## config.mk

```make
export PLATFORM = sky130hd
export DESIGN_NAME = pmp_fault_ctrl
export DESIGN_NICKNAME = d
export VERILOG_FILES = /design/src/rtl/pmp_fault_ctrl_pkg.sv /design/src/rtl/pmp_fault_ctrl_pick.sv /design/src/rtl/pmp_fault_ctrl.sv
export SDC_FILE = /design/constraint.sdc
export NUM_CORES = 1
export LEC_CHECK = 0
export ABC_AREA = 1
export BUFFER_PORTS_ARGS = -buffer_cell sky130_fd_sc_hd__clkbuf_2
export CAP_MARGIN = 20
export CORE_AREA = 2 2 105 107
export CTS_CLUSTER_SIZE = 24
export DETAILED_ROUTE_END_ITERATION = 8
export DIE_AREA = 0 0 107 109
export PLACE_DENSITY_LB_ADDON = 0.12
export SLEW_MARGIN = 10
export SYNTH_ARGS = -nofsm -noshare
export SYNTH_HDL_FRONTEND = slang
export SYNTH_SLANG_ARGS = --single-unit
```

## constraint.sdc

```tcl
create_clock -name clk -period 2.05 [get_ports clk]
set_input_delay 0.41 -clock clk [delete_from_list [all_inputs] [get_ports clk]]
set_output_delay 0.41 -clock clk [all_outputs]
set_load 0.01 [all_outputs]
```

## src/rtl/pmp_fault_ctrl_pkg.sv

```systemverilog
// Shared definitions for the PMP fault controller: request mode encodings,
// mcause access-fault codes, the controller state type and a mode-to-cause
// helper used when a fault is captured.
package pmp_fault_ctrl_pkg;

  // Request mode encodings carried alongside each checked request
  localparam logic [1:0] PMP_MODE_NONE  = 2'b00;
  localparam logic [1:0] PMP_MODE_LOAD  = 2'b01;
  localparam logic [1:0] PMP_MODE_STORE = 2'b10;
  localparam logic [1:0] PMP_MODE_FETCH = 2'b11;

  // mcause codes for the three access-fault flavours
  localparam logic [3:0] EXC_INSTR_ACCESS_FAULT = 4'd1;
  localparam logic [3:0] EXC_LOAD_ACCESS_FAULT  = 4'd5;
  localparam logic [3:0] EXC_STORE_ACCESS_FAULT = 4'd7;

  // Controller states: idle, exception offered to the trap unit, and
  // exception accepted but the pipeline not yet flushed
  typedef enum logic [1:0] {
    IDLE       = 2'd0,
    PEND       = 2'd1,
    WAIT_FLUSH = 2'd2
  } pmp_fault_state_e;

  // Maps a request mode to its access-fault cause; NONE never faults, so
  // it maps to zero purely as a safe default
  function automatic logic [3:0] modeToCause(input logic [1:0] mode);
    logic [3:0] cause;
    case (mode)
      PMP_MODE_FETCH: cause = EXC_INSTR_ACCESS_FAULT;
      PMP_MODE_LOAD:  cause = EXC_LOAD_ACCESS_FAULT;
      PMP_MODE_STORE: cause = EXC_STORE_ACCESS_FAULT;
      default:        cause = 4'd0;
    endcase
    return cause;
  endfunction

endpackage

```

## src/rtl/pmp_fault_ctrl_pick.sv

```systemverilog
// pmp_fault_pick: combinational lowest-index priority picker. Given the
// per-channel fault vector it reports whether any channel faulted, which
// one wins (index 0 highest priority), and that channel's cause and address.
module pmp_fault_pick
  import pmp_fault_ctrl_pkg::*;
#(
  parameter int REQ_CHANNEL_NUM = 3,
  parameter int ADDR_WIDTH      = 32,
  parameter int IDX_W           = (REQ_CHANNEL_NUM > 1) ? $clog2(REQ_CHANNEL_NUM) : 1
) (
  input  logic [REQ_CHANNEL_NUM-1:0]            fault_i,
  input  logic [REQ_CHANNEL_NUM*ADDR_WIDTH-1:0] addr_i,
  input  logic [REQ_CHANNEL_NUM*2-1:0]          mode_i,
  output logic                                  hit_o,
  output logic [IDX_W-1:0]                      idx_o,
  output logic [3:0]                            cause_o,
  output logic [ADDR_WIDTH-1:0]                 addr_o
);

  // Scan from the highest index down so the lowest faulting index is the
  // last assignment and therefore wins
  always_comb begin
    hit_o   = 1'b0;
    idx_o   = '0;
    cause_o = '0;
    addr_o  = '0;
    for (int i = REQ_CHANNEL_NUM - 1; i >= 0; i--) begin
      if (fault_i[i]) begin
        hit_o   = 1'b1;
        idx_o   = IDX_W'(i);
        cause_o = modeToCause(mode_i[2*i +: 2]);
        addr_o  = addr_i[ADDR_WIDTH*i +: ADDR_WIDTH];
      end
    end
  end

endmodule

```

## src/rtl/pmp_fault_ctrl.sv

```systemverilog
// pmp_fault_ctrl: sits behind the PMP checker, kills failing accesses,
// captures the highest-priority fault and offers it to the trap unit as an
// access-fault exception over a valid/ready handshake. All accesses stay
// killed from capture until the trap unit flushes the pipeline.
// Optional build macro PMP_FAULT_CNT_EN adds saturating per-class fault
// counters on fault_cnt; without it fault_cnt is tied to zero.
module pmp_fault_ctrl
  import pmp_fault_ctrl_pkg::*;
#(
  parameter int REQ_CHANNEL_NUM = 3,
  parameter int ADDR_WIDTH      = 32,
  parameter int CNT_WIDTH       = 16
) (
  input  logic                                  clk,
  input  logic                                  rst_n,
  input  logic [REQ_CHANNEL_NUM-1:0]            v_req_vld,
  input  logic [REQ_CHANNEL_NUM*ADDR_WIDTH-1:0] v_req_addr,
  input  logic [REQ_CHANNEL_NUM*2-1:0]          v_req_mode,
  input  logic [REQ_CHANNEL_NUM-1:0]            v_pass,
  output logic [REQ_CHANNEL_NUM-1:0]            v_req_kill,
  output logic                                  exc_vld,
  input  logic                                  exc_rdy,
  output logic [3:0]                            exc_cause,
  output logic [ADDR_WIDTH-1:0]                 exc_tval,
  input  logic                                  flush,
  output logic [3*CNT_WIDTH-1:0]                fault_cnt
);

  localparam int IDX_W = (REQ_CHANNEL_NUM > 1) ? $clog2(REQ_CHANNEL_NUM) : 1;

  pmp_fault_state_e            state_q, state_d;
  logic [3:0]                  excCause_q, excCause_d;
  logic [ADDR_WIDTH-1:0]       excTval_q, excTval_d;
  logic [REQ_CHANNEL_NUM-1:0]  chanFault;
  logic                        selHit;
  logic [IDX_W-1:0]            selIdx;
  logic [3:0]                  selCause;
  logic [ADDR_WIDTH-1:0]       selAddr;

  // A channel faults only when it carries a real access that the PMP rejected
  always_comb begin
    chanFault = '0;
    for (int i = 0; i < REQ_CHANNEL_NUM; i++) begin
      chanFault[i] = v_req_vld[i] & (v_req_mode[2*i +: 2] != PMP_MODE_NONE) & ~v_pass[i];
    end
  end

  pmp_fault_pick #(
    .REQ_CHANNEL_NUM (REQ_CHANNEL_NUM),
    .ADDR_WIDTH      (ADDR_WIDTH),
    .IDX_W           (IDX_W)
  ) u_pick (
    .fault_i (chanFault),
    .addr_i  (v_req_addr),
    .mode_i  (v_req_mode),
    .hit_o   (selHit),
    .idx_o   (selIdx),
    .cause_o (selCause),
    .addr_o  (selAddr)
  );

  // Picker sanity: the chosen channel really faulted and no lower index did
  assert property (@(posedge clk) disable iff (!rst_n)
    selHit |-> (chanFault[selIdx] &&
                ((chanFault & ((REQ_CHANNEL_NUM'(1) << selIdx) - REQ_CHANNEL_NUM'(1))) == '0)));

  // Kill faulting accesses immediately, and everything once a fault is held
  assign v_req_kill = v_req_vld & (chanFault | {REQ_CHANNEL_NUM{state_q != IDLE}});

  // Next-state logic: capture in IDLE, offer in PEND, wait for flush after
  always_comb begin
    state_d    = state_q;
    excCause_d = excCause_q;
    excTval_d  = excTval_q;
    case (state_q)
      IDLE: begin
        if (selHit && !flush) begin
          excCause_d = selCause;
          excTval_d  = selAddr;
          state_d    = PEND;
        end
      end
      PEND: begin
        if (flush) begin
          state_d = IDLE;
        end else if (exc_rdy) begin
          state_d = WAIT_FLUSH;
        end
      end
      WAIT_FLUSH: begin
        if (flush) begin
          state_d = IDLE;
        end
      end
      default: state_d = IDLE;
    endcase
  end

  // State and captured exception registers
  always_ff @(posedge clk or negedge rst_n) begin
    if (!rst_n) begin
      state_q    <= IDLE;
      excCause_q <= '0;
      excTval_q  <= '0;
    end else begin
      state_q    <= state_d;
      excCause_q <= excCause_d;
      excTval_q  <= excTval_d;
    end
  end

  assign exc_vld   = (state_q == PEND);
  assign exc_cause = excCause_q;
  assign exc_tval  = excTval_q;

`ifdef PMP_FAULT_CNT_EN
  logic [2:0]           classHit;
  logic [CNT_WIDTH-1:0] cnt_q [3];
  logic [CNT_WIDTH-1:0] cnt_d [3];

  // Flag which fault classes (0 fetch, 1 load, 2 store) occurred this cycle
  always_comb begin
    classHit = '0;
    for (int i = 0; i < REQ_CHANNEL_NUM; i++) begin
      if (chanFault[i]) begin
        case (v_req_mode[2*i +: 2])
          PMP_MODE_FETCH: classHit[0] = 1'b1;
          PMP_MODE_LOAD:  classHit[1] = 1'b1;
          PMP_MODE_STORE: classHit[2] = 1'b1;
          default:        ;
        endcase
      end
    end
  end

  // Saturating increment, at most one per class per cycle
  always_comb begin
    for (int k = 0; k < 3; k++) begin
      cnt_d[k] = cnt_q[k];
      if (classHit[k] && (cnt_q[k] != '1)) begin
        cnt_d[k] = cnt_q[k] + 1'b1;
      end
    end
  end

  // Counter registers; only reset clears them, flush does not
  always_ff @(posedge clk or negedge rst_n) begin
    if (!rst_n) begin
      for (int k = 0; k < 3; k++) begin
        cnt_q[k] <= '0;
      end
    end else begin
      for (int k = 0; k < 3; k++) begin
        cnt_q[k] <= cnt_d[k];
      end
    end
  end

  assign fault_cnt = {cnt_q[2], cnt_q[1], cnt_q[0]};
`else
  assign fault_cnt = '0;
`endif

endmodule

```

* After elaboration in Yosys (flattened, before gate mapping) *
Index checks and enable logic that the tools add are counted.

operators by class
  equal/unequal tests = 14
  muxes and demuxes = 17
  bitwise operators = 11
  reduce and logical (&&, ||, !) cells = 9

operator list
  cell                  number
  $mux W32              3
  $pmux W3 S3           3
  $eq A2 B2 Y1 const B  7
  $mux W4               3
  $eq A2 B1 Y1 const B  4
  $mux W2               4
  $reduce_bool A2 Y1    4
  $and A1 B1 Y1         6
  $pmux W2 S3           1
  $ne A2 B2 Y1 const B  2
  $and A3 B3 Y3         1
  $mux W1               3
  $ne A3 B1 Y1 const B  1
  $not A1 Y1            3
  $or A3 B3 Y3          1
  $reduce_and A3 Y1     1
  $logic_not A2 Y1      1
  $reduce_and A2 Y1     1
  $logic_and A1 B1 Y1   1
  $logic_not A1 Y1      1

word-level totals
  register bits after elaboration = 38
  output and inout port bits = 88
  logic and storage cells = 54

* Longest topological paths before layout *
  word-level depth = 9
  mapped depth = 11
  depth with buffers taken out = 10

* Hierarchy *
Synthesis repeated with hierarchy kept, for this count alone.

unflattened totals
  cells, all modules = 417
  area, all modules = 3078.0 sq um

modules (own cells, without submodules)
  module          times used  cells an instance  area each (sq um)  seq. area each (sq um)
  pmp_fault_ctrl  1           237                2075.7             950.9
  pmp_fault_pick  1           180                1002.2             0.0

* Worst setup path before layout *
OpenSTA, ideal clock, no wires.

  path kind = input to output
  start = in v_req_mode[2]
  end = out v_req_kill[1]
  data arrival time = 1240 ps
  data required time = 1640 ps
  slack = 400 ps
  stages on the path = 6
  cells stage by stage = inv_1 ha_1 nor2_4 nand2_4 clkbuf_1 nand2_1

between the ends
  cells in the longest elaborated chain, start to end = 5

RTL lines
  element                     line                  RTL
  from (decl)                 pmp_fault_ctrl.sv:18  input logic [REQ_CHANNEL_NUM*2-1:0] v_req_mode,
  $reduce_bool A2 Y1          pmp_fault_ctrl.sv:44  chanFault[i] = v_req_vld[i] & (v_req_mode[2*i +: 2] != PMP_MODE_NONE) & ~v_pass[i];
  $and A1 B1 Y1 (2 in a row)  pmp_fault_ctrl.sv:44
  $or A3 B3 Y3                pmp_fault_ctrl.sv:68  assign v_req_kill = v_req_vld & (chanFault | {REQ_CHANNEL_NUM{state_q != IDLE}});
  $and A3 B3 Y3               pmp_fault_ctrl.sv:68
  to (decl)                   pmp_fault_ctrl.sv:20  output logic [REQ_CHANNEL_NUM-1:0] v_req_kill,

Every way passes these cells.

* Worst setup path in the final report *
  start = reg state_q[1]
  end = out v_req_kill[1]

between the ends
  cells in the longest elaborated chain, start to end = 3

RTL lines
  element                 line                   RTL
  from (decl)             pmp_fault_ctrl.sv:31   pmp_fault_state_e state_q, state_d;
  from (signal assigned)  pmp_fault_ctrl.sv:106  state_q <= state_d;
  $reduce_bool A2 Y1      pmp_fault_ctrl.sv:68
  $or A3 B3 Y3            pmp_fault_ctrl.sv:68
  $and A3 B3 Y3           pmp_fault_ctrl.sv:68

Every way passes these cells.

==> flow_summary.json <==
{
  "layout-drive-gt1-share_pct": 25.9,
  "fin_hold_ws_ps": 171,
  "synth_commonest_cells": "281 x nand2_1, 79 x inv_1, 49 x buf_4",
  "wire_per_inst_um": 12.8,
  "postCtsResizedCells": 0,
  "worstRegToRegCells": 6,
  "swShare_pct": 36.6,
  "n_antenna_cell": 0,
  "synth_area_per_cell_um2": 5.95,
  "dp_hpwl_mm": 8.37,
  "combinationalPowerShare_pct": 37.1,
  "powerDensity_nw_per_um2": 626,
  "seqCellArea_um2": 926,
  "fin_ws_ps": 328,
  "viasPerCell": 4.36,
  "portBuffers": 150,
  "top_layer_used": "met4",
  "path_clk_slew_ps": 70,
  "synth_warnings": 0,
  "fin_crit_ps": 1720,
  "drc": 0,
  "total_power_w": 0.00265,
  "switching_power_w": 0.000972,
  "fmax_ghz": 0.581,
  "ioPinCount": 200,
  "critPathMostFrequentCell": "nand2_1",
  "multi_input_area_um2": 1800,
  "rsz0062_at_grt": "false",
  "critPathArrivalTime_ps": 1310,
  "ys_ff_latch": 37,
  "hp-class": "in -> async",
  "clock-sinks": 37,
  "dr_wl_met2_mm": 5.06,
  "pwr-share-clk_pct": 25.0,
  "holdBufCountCts": 0,
  "wl_met1_mm": 5.05,
  "synth_edf_count": 0,
  "globalplace.congestion": 0.810,
  "drt-initial-drc-count": 142,
  "antenna_found_initial": 0,
  "post-place-ws_ps": 288,
  "cts_setup_buffers": 0,
  "synth-seq-area-share_pct": 27.3,
  "crit_buf_inv": 2,
  "grt_max_degree": 38,
  "slew_viol_final": 0,
  "layoutNonFillerInstCount": 855,
  "worst_pin_slew_ps": 531,
  "cp.required_ps": 1640,
  "seqPwrFrac_pct": 37.9,
  "cp_slowest_stage_delay_ps": 400,
  "start_util_pct": 32.0,
  "path_delay_family": "flip-flops",
  "hold_viol": 0,
  "grt_pass1_vias": 3526,
  "dieArea_um2": 11700,
  "ir_drop_v": 0.000285,
  "drtAntennaViolNets": 0,
  "cts_buffer_depth": 2,
  "outcome": "complete, no violations",
  "leakagePower_nw": 2.92,
  "syn_area_um2": 3390,
  "setup_viol_count_final": 0,
  "htreeDepth": 2,
  "nFillCells": 1236,
  "skew_ps": 8.85,
  "cts_root_buf": "clkbuf_8",
  "r2r_start": "state_q[1]",
  "synth_cells": 569,
  "p_int_w": 0.00168,
  "yosysTopAreaCellShare_pct": 31.1,
  "wl_mm": 10.9,
  "die_w_um": 107,
  "r2r_end": "exc_tval[30]",
  "place_inst": 847,
  "wl_met3_um": 696,
  "drt-pass1-iter-count": 4,
  "grt_use_total_pct": 18.8,
  "synth_top_area_cell": "nand2_1",
  "maxSlewHeadroom_pct": 64.6,
  "critPathMaxFanout": 4,
  "clock_latency_ps": 290,
  "grt_overflow_total": 0,
  "fp.dieH_um": 109,
  "coreArea_um2": 10600,
  "setup_tns_ps": 0,
  "finalCritPeriodShare_pct": 84.0,
  "rows": 38,
  "synthTopCellsByArea": "nand2_1 31%, dfrtp_1 27%, buf_4 11%",
  "area_growth_pct": 25.1,
  "numCtsBuffers": 5,
  "worstSetupEndpointType": "primary output",
  "cp-start-kind": "register",
  "async_flop_share_pct": 100,
  "ys.flop_type": "dfrtp_1",
  "via_count": 3726,
  "cpMaxStageDelayCell": "dfrtp_1",
  "grt_pass1_wl_mm": 17.2,
  "critical_path_class": "reg -> out",
  "yosysUniqueCellTypes": 19,
  "crit_chain": "nor2_1 -> inv_1 -> nand2_1 -> nand2_1 -> clkbuf_2",
  "regToRegSetupSlack_ps": 720,
  "maxCapViolations": 0,
  "tritoncts": "built",
  "yosysMostFrequentCell": "nand2_1",
  "nNetsFinal": 832
}
cells in the final DEF, fill, tap and decap left out, types with 6 or more instances in the layout:
| cell type | Yosys | routed |
|---|---|---|
| nand4_1 | 34 | 34 |
| nand2_1 | 281 | 281 |
| buf_4 | 49 | 21 |
| inv_1 | 79 | 79 |
| dfrtp_1 | 37 | 37 |
| nand3_1 | 37 | 37 |
| conb_1 | 1 | 49 |
| clkbuf_2 | 0 | 150 |
| clkbuf_8 | 0 | 6 |
| ha_1 | 6 | 6 |
worst max-delay path by stage:
stage               slack, ps       endpoint           from  cells after the start
finish                    330  v_req_kill[1]     state_q[1]                      5
global route              190  v_req_kill[2]     state_q[1]                      5
CTS                       310  v_req_kill[1]     state_q[1]                      5
detailed placement        290   exc_tval[24]  v_req_mode[2]                     12
global placement          340   exc_tval[24]  v_req_mode[2]                     12
floorplan                 400  v_req_kill[1]  v_req_mode[2]                      6
logic make-up after synthesis:
family	share of synthesized area, %
simple gates	45.5
flops	27.3
other cells	0.111
compound gates	0.148
buf+inv	24.7
fa+ha+maj	2.22
cell type report:
cell class,instances,share of cell area (%)
Inverter,82,7.26
Sequential cell,37,21.8
Clock inverter,1,0.709
Timing Repair Buffer,171,21.4
Clock buffer,7,2.04
Multi-Input combinational cell,417,42.6
Tap cell,140,4.13
power groups by stage:
stage	sequential [W]	clock (W)	combinational, W
after floorplan	0.00108	0	0.000550
after global placement	0.00103	0	0.000988
after detailed placement	0.00102	0	0.000997
after CTS	0.00101	0.000700	0.000999
after global routing	0.00103	0.000726	0.00112
final	0.00101	0.000664	0.000984
metrics by stage:
step / utilization, % / cell area (um2)
final: 40.0 / 4240
after floorplan: - / 3570
after global placement: 38.9 / 4120
after global routing: 40.0 / 4240
after CTS: 40.0 / 4240
after detailed placement: 38.9 / 4120
flip-flops by register name (all words and copies together) (netlist names):
| signal | cells |
|---|---|
| exc_cause | 3 |
| exc_tval | 32 |
| state_q | 2 |
routing by layer:
| layer | vias to the layer above | global-route usage (%) |
|---|---|---|
| met4 | 0 | 4.55 |
| met5 | - | 0 |
| met1 | 1662 | 25.4 |
| met3 | 11 | 2.57 |
| met2 | 151 | 31.8 |
| li1 | 1902 | - |
Note: power is estimated with default switching activity, not from simulation.
